$ cat config.mk
export PLATFORM = sky130hd
export DESIGN_NAME = sc2bin_seq_ctrl
export DESIGN_NICKNAME = d
export VERILOG_FILES = /design/src/rtl/sc2bin_ctrl_pkg.sv /design/src/rtl/sc2bin_seq_cnt.sv /design/src/rtl/sc2bin_seq_ctrl.sv
export SDC_FILE = /design/constraint.sdc
export NUM_CORES = 1
export LEC_CHECK = 0
export ABC_AREA = 1
export BUFFER_PORTS_ARGS = -buffer_cell sky130_fd_sc_hd__buf_2
export CAP_MARGIN = 20
export CORE_UTILIZATION = 45
export CTS_BUF_LIST = sky130_fd_sc_hd__clkbuf_4 sky130_fd_sc_hd__clkbuf_8 sky130_fd_sc_hd__clkbuf_16
export DETAILED_ROUTE_END_ITERATION = 8
export PLACE_DENSITY = 0.74
export SETUP_SLACK_MARGIN = 0.2
export SYNTH_ARGS = -nofsm -noshare
export SYNTH_HDL_FRONTEND = slang
export SYNTH_SLANG_ARGS = --single-unit
$ cat constraint.sdc
create_clock -name clk -period 1.8 [get_ports clk]
set_clock_uncertainty 0.15 [all_clocks]
set_input_delay 0.27 -clock clk [delete_from_list [all_inputs] [get_ports clk]]
set_output_delay 0.27 -clock clk [all_outputs]
set_load 0.02 [all_outputs]
$ cat src/rtl/sc2bin_ctrl_pkg.sv
// Shared types and width helpers for the sc2bin sequencing controller.
package sc2bin_ctrl_pkg;

    typedef enum logic [2:0] {
        ST_IDLE  = 3'd0,
        ST_CLEAR = 3'd1,
        ST_WARM  = 3'd2,
        ST_COUNT = 3'd3,
        ST_ACT   = 3'd4,
        ST_PUSH  = 3'd5,
        ST_DONE  = 3'd6
    } state_e;

    // Width of the shift field; a zero MAX_SHFT still needs one bit.
    function automatic int unsigned sw_of(input int unsigned max_shft);
        return (max_shft > 0) ? int'($clog2(max_shft + 1)) : 1;
    endfunction

    // Phase counter must hold 2^BITWIDTH-1 as well as every other phase length.
    function automatic int unsigned cnt_w_of(input int unsigned bitwidth,
                                             input int unsigned warm_cyc,
                                             input int unsigned act_cyc,
                                             input int unsigned row);
        int unsigned w;
        w = bitwidth + 1;
        if (int'($clog2(warm_cyc)) + 1 > int'(w)) w = int'($clog2(warm_cyc)) + 1;
        if (int'($clog2(act_cyc)) + 1 > int'(w))  w = int'($clog2(act_cyc)) + 1;
        if (int'($clog2(row)) + 1 > int'(w))      w = int'($clog2(row)) + 1;
        return w;
    endfunction

endpackage

$ cat src/rtl/sc2bin_seq_cnt.sv
// Loadable down-counter with a zero flag, shared by all timed phases.
module sc2bin_seq_cnt #(
    parameter int unsigned W = 9
) (
    input  logic         clk,
    input  logic         reset,
    input  logic         load,
    input  logic         dec,
    input  logic [W-1:0] load_val,
    output logic         zero_c
);

    logic [W-1:0] cnt_q;

    always_ff @(posedge clk) begin
        if (reset) begin
            cnt_q <= '0;
        end else if (load) begin
            cnt_q <= load_val;
        end else if (dec && (cnt_q != '0)) begin
            cnt_q <= cnt_q - W'(1);
        end
    end

    assign zero_c = (cnt_q == '0);

endmodule

$ cat src/rtl/sc2bin_seq_ctrl.sv
// Sequencer for one stochastic-to-binary conversion run:
// clear, SNG warm-up, count, activation settle, row push, done.
module sc2bin_seq_ctrl
    import sc2bin_ctrl_pkg::*;
#(
    parameter int unsigned BITWIDTH = 8,
    parameter int unsigned MAX_SHFT = 4,
    parameter int unsigned ROW      = 1,
    parameter int unsigned WARM_CYC = 1,
    parameter int unsigned ACT_CYC  = 2,
    localparam int unsigned SW      = sw_of(MAX_SHFT),
    localparam int unsigned RW      = $clog2(ROW) + 1
) (
    input  logic          clk,
    input  logic          reset,
    input  logic          start,
    input  logic [SW-1:0] shft_in,
    output logic          busy,
    output logic          done,
    output logic          arr_rst_n,
    output logic          sng_en,
    output logic          cnt_en,
    output logic          act_en,
    output logic          reg_push,
    output logic [SW-1:0] shft_amt,
    output logic [RW-1:0] row_idx
);

    localparam int unsigned CW = cnt_w_of(BITWIDTH, WARM_CYC, ACT_CYC, ROW);

    state_e        state_q;
    state_e        state_d;
    logic          cnt_load_c;
    logic          cnt_dec_c;
    logic [CW-1:0] cnt_load_val_c;
    logic          cnt_zero_c;
    logic [CW-1:0] count_len_m1_c;
    logic [SW-1:0] shft_clamp_c;

    assign shft_clamp_c   = (32'(shft_in) > MAX_SHFT) ? SW'(MAX_SHFT) : shft_in;
    assign count_len_m1_c = (CW'(1) << (BITWIDTH - 32'(shft_amt))) - CW'(1);

    sc2bin_seq_cnt #(
        .W (CW)
    ) u_cnt (
        .clk      (clk),
        .reset    (reset),
        .load     (cnt_load_c),
        .dec      (cnt_dec_c),
        .load_val (cnt_load_val_c),
        .zero_c   (cnt_zero_c)
    );

    always_ff @(posedge clk) begin
        if (reset) begin
            state_q <= ST_IDLE;
        end else begin
            state_q <= state_d;
        end
    end

    // Each timed phase runs until the counter hits zero, then loads the next length.
    always_comb begin
        state_d        = state_q;
        cnt_load_c     = 1'b0;
        cnt_dec_c      = 1'b0;
        cnt_load_val_c = '0;
        case (state_q)
            ST_IDLE: begin
                if (start) state_d = ST_CLEAR;
            end
            ST_CLEAR: begin
                state_d        = ST_WARM;
                cnt_load_c     = 1'b1;
                cnt_load_val_c = CW'(WARM_CYC - 1);
            end
            ST_WARM: begin
                if (cnt_zero_c) begin
                    state_d        = ST_COUNT;
                    cnt_load_c     = 1'b1;
                    cnt_load_val_c = count_len_m1_c;
                end else begin
                    cnt_dec_c = 1'b1;
                end
            end
            ST_COUNT: begin
                if (cnt_zero_c) begin
                    state_d        = ST_ACT;
                    cnt_load_c     = 1'b1;
                    cnt_load_val_c = CW'(ACT_CYC - 1);
                end else begin
                    cnt_dec_c = 1'b1;
                end
            end
            ST_ACT: begin
                if (cnt_zero_c) begin
                    state_d        = ST_PUSH;
                    cnt_load_c     = 1'b1;
                    cnt_load_val_c = CW'(ROW - 1);
                end else begin
                    cnt_dec_c = 1'b1;
                end
            end
            ST_PUSH: begin
                if (cnt_zero_c) begin
                    state_d = ST_DONE;
                end else begin
                    cnt_dec_c = 1'b1;
                end
            end
            ST_DONE: begin
                state_d = ST_IDLE;
            end
            default: begin
                state_d = ST_IDLE;
            end
        endcase
    end

    // Outputs are registered from the next state so they line up with the state register.
    always_ff @(posedge clk) begin
        if (reset) begin
            busy      <= 1'b0;
            done      <= 1'b0;
            arr_rst_n <= 1'b0;
            sng_en    <= 1'b0;
            cnt_en    <= 1'b0;
            act_en    <= 1'b0;
            reg_push  <= 1'b0;
            row_idx   <= '0;
            shft_amt  <= '0;
        end else begin
            busy      <= (state_d != ST_IDLE);
            done      <= (state_d == ST_DONE);
            arr_rst_n <= !((state_d == ST_IDLE) || (state_d == ST_CLEAR));
            sng_en    <= (state_d == ST_WARM) || (state_d == ST_COUNT);
            cnt_en    <= (state_d == ST_COUNT);
            act_en    <= (state_d == ST_ACT) || (state_d == ST_PUSH);
            reg_push  <= (state_d == ST_PUSH);
            row_idx   <= ((state_d == ST_PUSH) && (state_q == ST_PUSH)) ? row_idx + RW'(1) : '0;
            if ((state_q == ST_IDLE) && start) begin
                shft_amt <= shft_clamp_c;
            end
        end
    end

endmodule

; ---- Yosys cells after proc, flatten, opt, wreduce, memory -nomap -nowiden
; Index checks and enable logic that the tools add are counted.
[classes]
addsub = 4
n_lt_le_gt_ge = 1
n_eq_ne = 11
shift = 1
n_mux = 16
bitwise_logic = 1
n_reduce_logical = 16
[ops]
columns = op, count
row1 = $shl 1x32->9 const A, 1
row2 = $mux 9, 3
row3 = $mux 3, 6
row4 = $pmux 3 s6, 1
row5 = $pmux 9 s2, 1
row6 = $eq 3x3->1 const B, 5
row7 = $eq 3x2->1 const B, 4
row8 = $logic_not 9->1, 1
row9 = $reduce_bool 9->1, 1
row10 = $sub 9x1->9 const B, 1
row11 = $sub 9x2->9 const B, 1
row12 = $eq 3x1->1 const B, 2
row13 = $logic_not 3->1, 2
row14 = $sub 4x3->5 const A, 1
row15 = $mux 1, 4
row16 = $reduce_or 4->1, 1
row17 = $gt 3x3->1 const B, 1
row18 = $logic_and 1x1->1, 3
row19 = $logic_or 1x1->1, 3
row20 = $reduce_bool 3->1, 1
row21 = $reduce_or 3->1, 1
row22 = $pmux 1 s2, 1
row23 = $reduce_bool 2->1, 1
row24 = $reduce_or 2->1, 1
row25 = other kinds (3), 3
[totals]
regBits = 23
inputBits = 6
output_inout_bits = 11
elab_cells = 61

; ---- Logic depth before layout (Yosys ltp)
[logic_depth]
word_depth = 7
ltp_mapped = 12
ltp_nobuf = 12

; ---- By module
; A second synthesis with hierarchy kept.
[hier_totals]
cells_unflattened = 205
hier_area_um2 = 1361.3
[by_module_without_submodules]
columns = module, instances, cells_per_inst, area_each_um2, seq_area_each_um2
row1 = sc2bin_seq_ctrl, 1, 106, 757.0, 280.3
row2 = sc2bin_seq_cnt, 1, 99, 604.3, 180.2

; ---- Least setup slack after synthesis
; Ideal clock, no wire load.
[synth_timing]
kind = register to register
start = reg u_cnt.cnt_q[0]
end = reg u_cnt.cnt_q[0]
setup_time_ps = 115
arrival_ps = 1306
t_required_ps = 1535
slack_ps = 229
stages_incl_launch_ff = 11
path_buffers = 1
synth_period_minus_slack_ps = 1571
path_cell_list = dfxtp_1 inv_1 ha_1 nand2_2 nor2_4 nand2_8 nand2_4 nand2_4 buf_6 a21oi_1 nor2_1
[synth_between]
elab_chain_cells = 5
elab_cells_between_ends = 14
cone_classes = add/sub (1) / mux (9) / reduce/logical (4)
[synth_rtl]
columns = element, line_no
row1 = from (decl), sc2bin_seq_cnt.sv:13  ; logic [W-1:0] cnt_q;
row2 = from (signal assigned), sc2bin_seq_cnt.sv:19  ; cnt_q <= load_val;
row3 = from (signal assigned), sc2bin_seq_cnt.sv:21  ; cnt_q <= cnt_q - W'(1);
row4 = "parallel branches: the longest is 5 deep, another holds $sub 9x1->9", --
; Several ways; the timed one is not identified. The select of a mux whose other input is x is not followed.
; A chain may end at the register's enable or synchronous reset.

; ---- Worst setup path after layout
[layout_timing]
start = reg u_cnt.cnt_q[0]
end = reg u_cnt.cnt_q[4]
; Same word-level chain as after synthesis.

==> impl_metrics.env <==
export IMPL_ys_types=32
export IMPL_switchingPower_mw=1.41
export IMPL_synth_edf_count=0
export IMPL_crit_top_cell="nor2_4"
export IMPL_syn_area_per_cell_um2=7.07
export IMPL_power_density_nw_per_um2=1480
export IMPL_ys_seq_area_share_pct=30.3
export IMPL_synth_most_common_cell="nand2_1"
export IMPL_drive_gt1_share_pct=39.1
export IMPL_arrival_ps=1770
export IMPL_grt_pass1_vias=1198
export IMPL_placementRows=20
export IMPL_ys_seq_elements=23
export IMPL_r2r_start="u_cnt.cnt_q[0]"
export IMPL_leakagePower_nw=0.915
export IMPL_vias_per_cell=4.91
export IMPL_totalWireLength_mm=3.33
export IMPL_max_freq_mhz=606
export IMPL_crit_required_ps=1920
export IMPL_grt_pass1_wl_mm=5.16
export IMPL_crit_type="register to register"
export IMPL_coreArea_um2=3130
export IMPL_vdd_drop_max_v=0.000827
export IMPL_hold_path_depth=3
export IMPL_synth_cells=215
export IMPL_cp_buffers_inverters=1
export IMPL_clock_sinks=23
export IMPL_layout_cells_non_filler=287
export IMPL_synth_top_flop_cell="dfxtp_1"
export IMPL_diodes=0
export IMPL_syn_to_final_growth_pct=23.0
export IMPL_via_count=1410
export IMPL_layout_nets=256
export IMPL_cts_root_buffer="clkbuf_4"
export IMPL_ctsLongestPathBuffers=2
export IMPL_yosysTopAreaCellShare_pct=30.3
export IMPL_status="complete, no violations"
export IMPL_drv_cap=0
export IMPL_hold_class="input pin to register"
export IMPL_yosys_warnings=0
export IMPL_drv_slew=0
export IMPL_placedCellCount=276
export IMPL_cpPeakStageDelay_ps=350
export IMPL_synth_common_cells="41 x nand2_1, 34 x inv_1, 23 x dfxtp_1"
export IMPL_grt_util_all_layers_pct=19.0
export IMPL_synth_area_um2=1520
export IMPL_multiInputGateArea_um2=1000
export IMPL_setup_viol=0
export IMPL_path_cells="inv_2, ha_4, nand2_4, nor2_4, nand2_8, nor2_4, nand2_2, nor2_4, nand2_1, a21oi_1"
export IMPL_grt_max_degree=15
export IMPL_fin_util_pct=59.8
export IMPL_place_gp_congestion=0.841
export IMPL_synth_nets=227
export IMPL_drc_errors=0
export IMPL_slowest_stage="dfxtp_2"
export IMPL_clkPwrFrac_pct=9.4
export IMPL_die_x_um=60.1
export IMPL_yosys_area_top_type="dfxtp_1"
export IMPL_fillers=296
export IMPL_critPathLaunchType="register"
export IMPL_die_y_um=60.1
export IMPL_hold_violations=0
export IMPL_dr_pass1_iters=5
export IMPL_path_clk_slew_ps=140
export IMPL_rsz0062_at_grt="yes"
export IMPL_rrSetupSlack_ps=150
export IMPL_pwr_share_comb_pct=63.9
export IMPL_die_area_um2=3610
export IMPL_power_internal_mw=1.36
export IMPL_start_util_pct=48.6
export IMPL_period_share_pct=91.7
export IMPL_rr_endpoint="u_cnt.cnt_q[4]"
export IMPL_antenna_left=0
export IMPL_power_switching_share_pct=50.9
export IMPL_cp_max_fo=6
export IMPL_layout_min_cycle_time_ps=1650
export IMPL_antenna_found_initial=0
export IMPL_grt_overflow=0
export IMPL_ios=17
export IMPL_drt_wirelength_per_cell_um=11.6
export IMPL_min_from="start"
export IMPL_worstRegToRegCells=10
export IMPL_whs_endpoint="shft_amt[0]"
export IMPL_insertion_delay_ps=330
export IMPL_synth_area_leaders="dfxtp_1 30%, nand2_1 10%, inv_1 8.4%"
export IMPL_setup_tns_final_ps=0
export IMPL_dp_hpwl_mm=2.39
export IMPL_drt_iter0_markers=65
export IMPL_io_buffers=16
export IMPL_crit_family="simple AND/OR/NAND/NOR gates"
export IMPL_async_flop_share_pct=0
export IMPL_numCtsBuffers=3
export IMPL_critPathCaptureType="register"
export IMPL_seqCellArea_um2=467
export IMPL_cts_tree="done"
export IMPL_htree_levels=1
export IMPL_p_seq_share_pct=26.7
[repair_timing]
| item | 4_1_cts | 5_1_grt |
|---|---|---|
| hold buffers | 0 | 1 |
| cloned | 0 | 0 |
| setup buffers | 2 | 4 |
| endpoints found under the setup margin | 17 | 20 |
| resized for setup | 12 | 26 |
| endpoints found under the hold margin | 0 | 2 |
| pin swaps | 3 | 6 |
[routing by layer]
metal / global-route usage, % / up-vias / wire length, µm
met2: 31.2 / 26 / 1630
met4: 4.98 / 0 / 40
li1: - / 731 / -
met5: 0 / - / 0
met3: 4.33 / 6 / 117
met1: 24.9 / 647 / 1540
[per-stage QoR]
stage / total power, mW / instance area (µm²) / hold WS (ps) / setup slack [ps]
2_1_floorplan: 1.99 / 1520 / 189 / 229
3_3_place_gp: 2.21 / 1660 / 363 / 155
3_5_place_dp: 2.22 / 1660 / 359 / 146
4_1_cts: 2.60 / 1750 / 6.04 / 185
5_1_grt: 2.98 / 1870 / 63.1 / 29.9
6_report: 2.77 / 1870 / 56.9 / 150
[cell families (layout without fill, tap and decap cells)]
| family | Yosys count | after routing | synth area share, % |
|---|---|---|---|
| AND/OR/NAND/NOR | 112 | 112 | 40.7 |
| XOR/XNOR | 1 | 1 | 0.576 |
| other | 1 | 1 | 0.247 |
| flip-flops | 23 | 23 | 30.3 |
| buffers and inverters | 42 | 70 | 11.8 |
| AO/OA/AOI/OAI | 30 | 30 | 11.5 |
| adder cells (fa/ha/maj) | 6 | 6 | 4.94 |
[sequential cells by signal, summed over array words and instances, names as in the netlist]
signal,count
cnt_en,1
act_en,1
done,1
sng_en,1
busy,1
row_idx,1
u_cnt.cnt_q,9
reg_push,1
shft_amt,3
arr_rst_n,1
state_q,3
[tightest hold or removal path: stages]
cell and delay [ps]:
buf_2 90, a21oi_1 60, nor2_1 80
[cells in the final DEF, fill, tap and decap left out, types with 3 or more instances in the layout]
master / netlist / final
nor2_4: 8 / 10
clkbuf_4: 1 / 3
nand3_2: 3 / 5
inv_2: 3 / 10
nand2_2: 5 / 10
dfxtp_1: 23 / 20
nand2_8: 1 / 3
a21oi_1: 11 / 9
o21ai_2: 3 / 4
o21ai_0: 9 / 8
buf_2: 0 / 16
nand2_1: 41 / 34
buf_4: 0 / 11
a21oi_2: 1 / 3
nor2_1: 18 / 17
nand2_4: 4 / 4
ha_1: 6 / 4
nor2_2: 6 / 5
nand3_1: 20 / 16
inv_1: 34 / 27
[power groups by stage]
stage | combinational, mW | clock [mW] | sequential [mW]
2_1_floorplan | 1.22 | 0 | 0.765
6_report | 1.77 | 0.261 | 0.738
5_1_grt | 1.94 | 0.292 | 0.751
3_3_place_gp | 1.47 | 0 | 0.737
4_1_cts | 1.60 | 0.267 | 0.733
3_5_place_dp | 1.48 | 0 | 0.741
[worst max-delay path by stage]
stage / slack [ps] / cells after the start / from / to
detailed placement: 150 / 10 / u_cnt.cnt_q[0] / cnt_en
CTS: 190 / 10 / u_cnt.cnt_q[0] / u_cnt.cnt_q[4]
finish: 150 / 10 / u_cnt.cnt_q[0] / u_cnt.cnt_q[4]
global placement: 150 / 11 / u_cnt.cnt_q[0] / u_cnt.cnt_q[0]
global route: 30 / 10 / u_cnt.cnt_q[0] / u_cnt.cnt_q[3]
floorplan: 230 / 10 / u_cnt.cnt_q[0] / u_cnt.cnt_q[0]
[final cells by class]
cell class | instances | share of cell area [%]
inverters | 38 | 7.76
clock buffers | 3 | 1.20
multi-input cells | 150 | 53.5
clock inverters | 1 | 0.402
flip-flops and latches | 23 | 25.0
repair buffers | 28 | 9.24
well taps | 44 | 2.95
(Power assumes the default switching activity.)
